--- src/rtl/write_control_logic.sv ---
// Write-side control for an asynchronous FIFO: binary/Gray write pointer,
// memory write strobe/address, and registered full / almost_full flags
// computed against the read pointer already synchronized into write_clk.
// Optional sticky overflow output: define WRITE_OVERFLOW_FLAG_EN.
module write_control_logic #(
  parameter int ADDR_WIDTH  = 3,
  parameter int AFULL_LEVEL = 6
) (
  input  logic                  write_clk,
  input  logic                  write_rst,
  input  logic                  write_enable,
  input  logic [ADDR_WIDTH:0]   r_synchronization,
  output logic                  full,
  output logic                  almost_full,
  output logic [ADDR_WIDTH-1:0] write_addr_out,
  output logic                  write_enable_out,
  output logic [ADDR_WIDTH:0]   write_addr_gray
`ifdef WRITE_OVERFLOW_FLAG_EN
  ,
  output logic                  overflow
`endif
);

  localparam logic [ADDR_WIDTH:0] AFULL_L = (ADDR_WIDTH+1)'(AFULL_LEVEL);

  logic [ADDR_WIDTH:0]   ptr_q, ptr_d;
  logic [ADDR_WIDTH:0]   gray_q, gray_d;
  logic [ADDR_WIDTH-1:0] addr_q, addr_d;
  logic                  wen_q, full_q, full_d, afull_q, afull_d;
  logic                  accept;
  logic [ADDR_WIDTH:0]   rbin, fill, full_cmp;

  // Next pointer, Gray-decoded read pointer and flag evaluation on the next pointer
  always_comb begin
    accept = write_enable & ~full_q;
    ptr_d  = ptr_q + {{ADDR_WIDTH{1'b0}}, accept};
    gray_d = ptr_d ^ (ptr_d >> 1);
    addr_d = accept ? ptr_q[ADDR_WIDTH-1:0] : addr_q;
    rbin   = '0;
    rbin[ADDR_WIDTH] = r_synchronization[ADDR_WIDTH];
    for (int i = ADDR_WIDTH-1; i >= 0; i--)
      rbin[i] = rbin[i+1] ^ r_synchronization[i];
    fill     = ptr_d - rbin;
    // Writer one full lap ahead: top two Gray bits differ, the rest match
    full_cmp = {~r_synchronization[ADDR_WIDTH:ADDR_WIDTH-1],
                r_synchronization[ADDR_WIDTH-2:0]};
    full_d   = (gray_d == full_cmp);
    // full folded in so almost_full can never lag behind full
    afull_d  = (fill >= AFULL_L) | full_d;
  end

  // Pointer, strobe and flag registers; reset beats any write request
  always_ff @(posedge write_clk) begin
    if (write_rst) begin
      ptr_q   <= '0;
      gray_q  <= '0;
      addr_q  <= '0;
      wen_q   <= 1'b0;
      full_q  <= 1'b0;
      afull_q <= 1'b0;
    end else begin
      ptr_q   <= ptr_d;
      gray_q  <= gray_d;
      addr_q  <= addr_d;
      wen_q   <= accept;
      full_q  <= full_d;
      afull_q <= afull_d;
    end
  end

`ifdef WRITE_OVERFLOW_FLAG_EN
  logic ovf_q;
  // Sticky record of any write attempted while full
  always_ff @(posedge write_clk) begin
    if (write_rst)                    ovf_q <= 1'b0;
    else if (write_enable && full_q)  ovf_q <= 1'b1;
  end
  assign overflow = ovf_q;
`endif

  assign full             = full_q;
  assign almost_full      = afull_q;
  assign write_addr_out   = addr_q;
  assign write_enable_out = wen_q;
  assign write_addr_gray  = gray_q;

endmodule
--- config.mk ---
export PLATFORM = sky130hd
export DESIGN_NAME = write_control_logic
export DESIGN_NICKNAME = d
export VERILOG_FILES = /design/src/rtl/write_control_logic.sv
export SDC_FILE = /design/constraint.sdc
export NUM_CORES = 1
export LEC_CHECK = 0
export ABC_AREA = 1
export CORE_UTILIZATION = 48
export CTS_CLUSTER_SIZE = 24
export DETAILED_ROUTE_END_ITERATION = 12
export PLACE_DENSITY = 0.82
export SLEW_MARGIN = 10
export SYNTH_ARGS = -nofsm -noshare
export SYNTH_HDL_FRONTEND = slang
export SYNTH_SLANG_ARGS = --single-unit
--- constraint.sdc ---
create_clock -name write_clk -period 2.8 [get_ports write_clk]
set_input_delay 0.56 -clock write_clk [delete_from_list [all_inputs] [get_ports write_clk]]
set_output_delay 0.56 -clock write_clk [all_outputs]
set_load 0.005 [all_outputs]
Yosys cells after proc, flatten, opt, wreduce, memory -nomap -nowiden
Cells that the tools add are included.
{"block": "word_totals", "reg_bits": 14, "output_inout_bits": 10}
{"block": "op_classes", "order_cmp": 1, "bitwise_logic": 8, "eq_ne": 1, "n_addsub": 2}
{"operator": "4-bit by 1-bit adder with 4-bit output", "n": 1}
{"operator": "4-bit equality test", "n": 1}
{"operator": "4-bit by 3-bit >= comparator with 1-bit output, second input constant", "n": 1}
{"operator": "4-bit subtractor", "n": 1}
{"operator": "4-bit by 3-bit bitwise XOR with 4-bit output", "n": 1}
{"operator": "1-bit bitwise XOR", "n": 3}
{"operator": "2-bit NOT", "n": 1}
{"operator": "1-bit AND", "n": 1}
{"operator": "1-bit NOT", "n": 1}
{"operator": "1-bit bitwise OR", "n": 1}

Depth between registers and ports, before layout
Gate-level depths: netlist (run 1).
{"block": "logic_depth", "depth_word": 6, "mapped_depth": 15, "depth_no_buf": 15}

Worst setup path before layout (run 1)
No wires, ideal clock.
{"block": "synth_path", "path_type": "input port to flip-flop", "startpoint": "input write_enable", "endpoint": "register afull_q (netlist: almost_full)", "setup_ps": 113, "path_slack_ps": 475, "t_arrival_ps": 2212, "path_stages": 15, "path_buffers": 0, "cell_sequence": "inv_1 > nor2_1 > ha_1 > ha_1 > inv_1 > nand2_1 > nand2_2 > ha_1 > nand2_1 > o21ai_0 > inv_1 > nand3_1 > nand3_1 > nand2_1 > nand2_1"}
{"block": "synth_via", "elab_chain_len": 5, "word_cells_on_any_way": 7}
{"item": "start, declared", "line": "11", "text": "input logic write_enable,"}
{"item": "1-bit AND *", "line": "35", "text": "accept = write_enable & ~full_q;"}
{"item": "net accept", "line": "30", "text": "logic accept;"}
{"item": "4-bit by 1-bit adder with 4-bit output *", "line": "36", "text": "ptr_d = ptr_q + {{ADDR_WIDTH{1'b0}}, accept};"}
{"item": "net ptr_d[2]", "line": "26", "text": "logic [ADDR_WIDTH:0] ptr_q, ptr_d;"}
{"item": "4-bit subtractor / 4-bit by 3-bit bitwise XOR with 4-bit output (equally long branches)", "line": "43, 37"}
{"item": "4-bit by 3-bit >= comparator with 1-bit output / 4-bit equality test (equally long branches)", "line": "49, 47"}
{"item": "1-bit bitwise OR *", "line": "49", "text": "afull_d = (fill >= AFULL_L) | full_d;"}
{"item": "end signal, assigned", "line": "67", "text": "afull_q <= afull_d;"}
{"item": "end, declared", "line": "29", "text": "logic wen_q, full_q, full_d, afull_q, afull_d;"}
The timed path passes the listed nets; every way through them passes the cells marked *.
A chain may end at the register's enable or synchronous reset.

Final worst setup path (run 1)
{"block": "layout_path", "startpoint": "input r_synchronization[2]", "endpoint": "register afull_q (netlist: almost_full)"}
{"block": "layout_via", "elab_chain_len": 6, "word_cells_on_any_way": 8}
{"item": "start, declared", "line": "12", "text": "input logic [ADDR_WIDTH:0] r_synchronization,"}
{"item": "1-bit bitwise XOR (3 in series)", "line": "42", "text": "rbin[i] = rbin[i+1] ^ r_synchronization[i];"}
{"item": "4-bit subtractor", "line": "43", "text": "fill = ptr_d - rbin;"}
{"item": "4-bit by 3-bit >= comparator with 1-bit output", "line": "49"}
{"item": "1-bit bitwise OR *", "line": "49"}
Mark *: on every way between the ends. The rest lies on a longest branch, timed or not.

==> flow_summary.yaml, run 1 <==
setup_path:
  worst_path_most_repeated_cell: "nand2_1"
  crit_slowest_cell: "clkdlybuf4s50_1"
  r2r_cells: 14
  worstPathArrival_ns: 2.76
  crit_required_ns: 2.97
  cp-end-kind: "flop"
  r2r_slack_ns: 0.71
  cp_cell_sequence: "clkdlybuf4s50_1 > xnor2_2 > xor2_2 > xor2_1 > inv_1 > ha_1 > fa_1 > a21oi_1 > o21ai_0 > nand3_1 > nand2_1 > nand2_1"
  cpPeakStageDelay_ns: 0.48
  critical_path_class: "in2reg"
  reg2reg_to: "almost_full$_SDFF_PP0_"
  start_kind: "input port"
  path_max_fanout: 3
  r2r_start: "full$_SDFF_PP0_"
placed_design:
  io_buffers: 16
  place_ws_ns: -0.07696
  dp.cells: 143
  gp_congestion: 0.8084
  place_area_um2: 967.2
  dp_hpwl_um: 1241
grt:
  grt_pass1_vias: 655
  antenna_found_initial: 0
  grt_pass1_wl_um: 2725
  grtUsageTotal_pct: 20.82
  grt_max_degree: 10
  grt_overflow: 0
timing:
  fmaxAchievable_mhz: 386.2
  drv_slew: 0
  layout_setup_ws_ns: 0.2107
  slew_headroom_pct: 75.26
  min_period_ns: 2.589
  setup-violations-final: 0
  fin_crit_sh_pct: 92.47
  skew_ns: 0.004564
  hold_viol: 0
  worst_pin_slew_ns: 0.3700
  rsz0062_at_grt: "false"
yosys:
  synth_most_common_cell: "nand2_1"
  ys_ff_latch: 13
  synth-edff-count: 0
  ys.flop_type: "dfxtp_1"
  synth_nets: 121
  synth_top_cell_by_area: "dfxtp_1"
  yosys.area.top_type_share_pct: 34.21
  synthTopCellsByArea: "dfxtp_1, nand2_1, ha_1"
  ys_types: 19
  seq_area_frac_synth_pct: 34.21
  ys_warn_count: 0
  synth_cells: 108
  syn_area_per_cell_um2: 7.044
  synthArstFlopShare_pct: 0
  synth_common_cells: "nand2_1, inv_1, nor2_1"
  synth_area_um2: 760.7
pwr:
  p_int_uw: 338.1
  swShare_pct: 30.94
  power_frac_comb_pct: 33.5
  p_clk_share_pct: 23.7
  p_switching_uw: 151.5
  p_leak_uw: 0.0004977
  pwr_density_cell_mw_per_mm2: 492.8
  max-vdd-ir-drop_v: 0.0002608
  power_frac_seq_pct: 42.9
layout:
  stdcell_area_um2: 993.5
  postLayoutCoreUtil_pct: 66.72
  area_growth_pct: 30.59
  layoutNonFillerInstCount: 147
  antenna_cells: 0
  n_fill_cell: 131
  layout.nets: 145
  layout-drive-gt1-share_pct: 12.21
die:
  start_util_pct: 51.09
  rows: 14
  ios: 17
  fp.dieW_um: 41.81
  die-area_mm2: 0.001748
  core_area_mm2: 0.001489
  die-height_um: 41.81
cts:
  clk_path_buf_depth: 2
  cts_hold_buf: 0
  htreeDepth: 1
  clk_pin_slew_ns: 0.07
  cts_sinks: 13
  tritoncts: "yes"
  postCtsSetupBuffers: 0
  post_cts_resized: 0
  cts_buffers: 3
  clk_latency_ns: 0.28
  root_buffer: "clkbuf_4"
drt:
  routed_wl_um: 1541
  vias: 753
  vias_per_cell: 5.122
  drc: 0
  post_drt_wl_per_cell_um: 10.48
  firstDrtPassIters: 4
  drt_iter0_drc: 10
  ant_nets: 0
worst_hold_path:
  hold_class: "reg2reg"
  min_to: "write_addr_out[1]$_SDFFE_PP0N_"
  min_path_cells: 2
  worstHoldStart: "write_addr_out[1]$_SDFFE_PP0N_"
run:
  max-cap-violations: 0
outcome:
  status: "complete, no violations"
## worst max path at each step
| stage | start | end | depth (start not counted) |
|---|---|---|---|
| 3_3_place_gp | write_enable | almost_full$_SDFF_PP0_ | 16 |
| 4_1_cts | r_synchronization[2] | almost_full$_SDFF_PP0_ | 12 |
| 6_report | r_synchronization[2] | almost_full$_SDFF_PP0_ | 12 |
| 2_1_floorplan | write_enable | almost_full$_SDFF_PP0_ | 15 |
| 3_5_place_dp | r_synchronization[2] | almost_full$_SDFF_PP0_ | 12 |
| 5_1_grt | write_enable | almost_full$_SDFF_PP0_ | 16 |
## layout by cell type, fill, tap and decap left out
| cell | Yosys | layout |
|---|---|---|
| nand3_1 | 10 | 10 |
| nand3b_1 | 1 | 1 |
| o21ai_0 | 5 | 5 |
| clkbuf_4 | 0 | 3 |
| inv_2 | 1 | 1 |
| ha_1 | 5 | 5 |
| nand2_2 | 5 | 5 |
| xnor2_1 | 1 | 1 |
| nor2_1 | 15 | 15 |
| clkdlybuf4s50_1 | 0 | 16 |
| buf_4 | 1 | 5 |
| nand4_1 | 2 | 2 |
| xnor2_2 | 1 | 1 |
| clkbuf_1 | 1 | 1 |
| fa_1 | 1 | 1 |
| nand2_1 | 25 | 25 |
| inv_1 | 15 | 15 |
| dfxtp_1 | 13 | 13 |
| xor2_1 | 1 | 1 |
| xor2_2 | 1 | 1 |
| a21oi_1 | 4 | 4 |
## flip-flops by register name (all words and copies together), names as in the netlist
register          cells
almost_full           1
full                  1
ptr_q                 4
write_addr_gray       3
write_addr_out        3
write_enable_out      1
## power by group through the flow
stage	Combinational [uW]	Clock [uW]	Sequential [uW]
after floorplan	95.8	0	215
after global placement	156	0	214
after detailed placement	163	0	214
after CTS	164	121	210
after global routing	188	131	213
final	164	116	210
## metrics by stage
stage          TNS [ns]  hold slack (ns)  total power (uW)
3_5_place_dp   -0.07696           0.4905             377.3
2_1_floorplan         0           0.4611             310.8
6_report              0           0.5074             489.6
5_1_grt               0           0.5543             531.7
4_1_cts               0           0.5077             495.0
3_3_place_gp          0           0.4896             369.4
## critical path, delay by kind of cell
kind / cells / cell delay (ns)
adder cells (fa/ha/maj): 2 / 0.68
XOR/XNOR: 3 / 0.67
buffers and inverters: 2 / 0.54
AND/OR/NAND/NOR: 3 / 0.20
AO/OA/AOI/OAI: 2 / 0.12
## layout make-up
class | instances | area (um2) | area share, %
multi-input cells | 77 | 429.2 | 43.20
flip-flops and latches | 13 | 260.3 | 26.20
repair buffers | 21 | 197.7 | 19.90
inverters | 16 | 60.06 | 6.045
clock buffers | 4 | 26.28 | 2.645
well taps | 16 | 20.02 | 2.015
## kinds of logic (layout without fill, tap and decap cells)
kind of cell | count (synthesis) | in the layout | synth area share [%]
AOI/OAI and AO/OA | 9 | 9 | 5.921
xor gates and xnor gates | 4 | 4 | 6.581
adders and majority gates | 6 | 6 | 10.86
buffers and inverters | 18 | 41 | 9.374
DFF | 13 | 13 | 34.21
and+or+nand+nor | 58 | 58 | 33.06
## layer usage
metal / track usage, % / part of all wire [%]
met4: 11.61 / 1.3
met3: 4.348 / 3.2
met5: 0 / 0
met2: 33.44 / 50
met1: 25.83 / 45
No activity file was read; power rests on OpenSTA's default activity.
==> run 2, diff against run 1 <==
--- a/config.mk
+++ b/config.mk
@@ -7,6 +7,7 @@
 export LEC_CHECK = 0
 export ABC_AREA = 1
 export CORE_UTILIZATION = 48
+export CTS_CLUSTER_DIAMETER = 100
 export CTS_CLUSTER_SIZE = 24
 export DETAILED_ROUTE_END_ITERATION = 12
 export PLACE_DENSITY = 0.82
==> results of run 2 <==
Same layout as run 1: the final DEF is identical, and so are final timing and power.
==> run 3, diff against run 2 <==
--- a/config.mk
+++ b/config.mk
@@ -6,8 +6,11 @@
 export NUM_CORES = 1
 export LEC_CHECK = 0
 export ABC_AREA = 1
-export CORE_UTILIZATION = 48
-export CTS_CLUSTER_DIAMETER = 100
+export CELL_PAD_IN_SITES_DETAIL_PLACEMENT = 1
+export CELL_PAD_IN_SITES_GLOBAL_PLACEMENT = 1
+export CORE_ASPECT_RATIO = 1.5
+export CORE_UTILIZATION = 34
+export CTS_CLUSTER_DIAMETER = 80
 export CTS_CLUSTER_SIZE = 24
 export DETAILED_ROUTE_END_ITERATION = 12
 export PLACE_DENSITY = 0.82
==> flow_summary.yaml, run 3 (synthesis gave the netlist of run 1 again) <==
die:
  ios: 17
  rows: 20
  fp.dieW_um: 40.62
  core_area_mm2: 0.002077
  start_util_pct: 36.63
  die-area_mm2: 0.002434
  die-height_um: 59.93
cts:
  cts_buffers: 3
  clk_path_buf_depth: 2
  cts_hold_buf: 0
  tritoncts: "yes"
  post_cts_resized: 0
  htreeDepth: 1
  clk_latency_ns: 0.27
  cts_sinks: 13
  clk_pin_slew_ns: 0.08
  postCtsSetupBuffers: 0
  root_buffer: "clkbuf_4"
drt:
  wl_met1_um: 808
  firstDrtPassIters: 4
  routed_wl_um: 1918
  highest_layer: "met4"
  vias: 752
  vias_per_cell: 4.821
  met2WireLength_um: 1047
  dr_wl_met3_um: 23
  drc: 0
  post_drt_wl_per_cell_um: 12.29
  ant_nets: 0
  drt_iter0_drc: 5
layout:
  largest_register: "ptr_q"
  layout-drive-gt1-share_pct: 14.18
  layoutNonFillerInstCount: 156
  postLayoutCoreUtil_pct: 49.28
  most-common-layout-cells: "nand2_1, clkdlybuf4s50_1, inv_1, nor2_1, dfxtp_1"
  area_growth_pct: 34.54
  largest_reg_flops: 4
  layout.nets: 148
  antenna_cells: 0
  final_common_cell: "nand2_1"
grt:
  grt_max_degree: 10
  grt_pass1_vias: 769
  grt_pass1_wl_um: 3029
  antenna_found_initial: 0
  grtUsageTotal_pct: 18.29
  grt_overflow: 0
pwr:
  p_int_uw: 345.4
  max-vdd-ir-drop_v: 0.0002043
  p_clk_share_pct: 23.0
  power_frac_seq_pct: 42.0
  p_switching_uw: 157.8
  swShare_pct: 31.36
  p_leak_uw: 0.0005117
  power_frac_comb_pct: 35.0
  finalPower_uw: 503.2
  pwr_density_cell_mw_per_mm2: 491.7
timing:
  slew_headroom_pct: 75.89
  hold_viol: 0
  finalSetupTns_ns: 0
  min_period_ns: 2.620
  rsz0062_at_grt: "false"
  setup-violations-final: 0
  fmaxAchievable_mhz: 381.8
  fin_crit_sh_pct: 93.55
  worst_pin_slew_ns: 0.3605
  skew_ns: 0.0009921
  drv_slew: 0
setup_path:
  critical_path_class: "in2reg"
  worstPathArrival_ns: 2.79
  path_max_fanout: 3
  crit_required_ns: 2.97
  cp-end-kind: "flop"
  start_kind: "input port"
worst_hold_path:
  hold_class: "reg2reg"
placed_design:
  dp_hpwl_um: 1589
  io_buffers: 16
  gp_congestion: 0.7561
  dp.cells: 152
outcome:
  status: "complete, no violations"
run:
  max-cap-violations: 0
==> run 3: cell count changes in the layout (fill, tap and decap cells not counted), sizes merged <==
cell and change:
buf +3
==> run 3: area by class of cell <==
type / instances / area (um2)
well taps: 22 / 27.53
clock buffers: 4 / 26.28
inverters: 16 / 60.06
flip-flops and latches: 13 / 260.3
multi-input cells: 77 / 429.2
repair buffers: 24 / 220.2
fillers: 275 / 1054
==> run 3: worst max-delay path: stages <==
cell and delay (ns):
clkdlybuf4s50_1 0.46, xnor2_2 0.28, xor2_2 0.23, xor2_1 0.17, inv_1 0.06, ha_1 0.21
fa_1 0.49, a21oi_1 0.04, o21ai_0 0.08, nand3_1 0.10, nand2_1 0.07, nand2_1 0.05
==> run 3: power by group through the flow <==
stage          registers [uW]  logic (uW)  clock network [uW]
2_1_floorplan             215        95.8                   0
5_1_grt                   213         197                 125
6_report                  212         176                 116
3_5_place_dp              216         178                   0
3_3_place_gp              214         168                   0
4_1_cts                   211         179                 119
==> run 3: path summary, 6_finish.rpt <==
| kind | start | end | slack [ns] | depth (start not counted) |
|---|---|---|---|---|
| setup reg to reg | full$_SDFF_PP0_ | almost_full$_SDFF_PP0_ | 0.71 | 14 |
| hold / removal | ptr_q[0]$_SDFF_PP0_ | write_addr_out[0]$_SDFFE_PP0N_ | 0.52 | 2 |
| hold reg to reg | ptr_q[0]$_SDFF_PP0_ | write_addr_out[0]$_SDFFE_PP0N_ | 0.52 | 2 |
| setup / recovery | r_synchronization[2] | almost_full$_SDFF_PP0_ | 0.18 | 12 |
==> run 3: through the flow <==
stage                     hold WS [ns]  instance area (um2)  worst slack [ns]
final                           0.5188                 1023            0.1805
after global routing            0.5273                 1023           0.02772
after CTS                       0.5154                 1023            0.1372
after detailed placement        0.4987                997.2           -0.1429
after global placement          0.4797                997.2          -0.05430
after floorplan                 0.4611                760.7            0.4752
==> run 3: per-layer routing <==
| layer | vias up | track usage (%) |
|---|---|---|
| met5 | - | 0 |
| met2 | 12 | 33.56 |
| met4 | 0 | 10.00 |
| li1 | 390 | - |
| met3 | 4 | 1.115 |
| met1 | 346 | 18.94 |
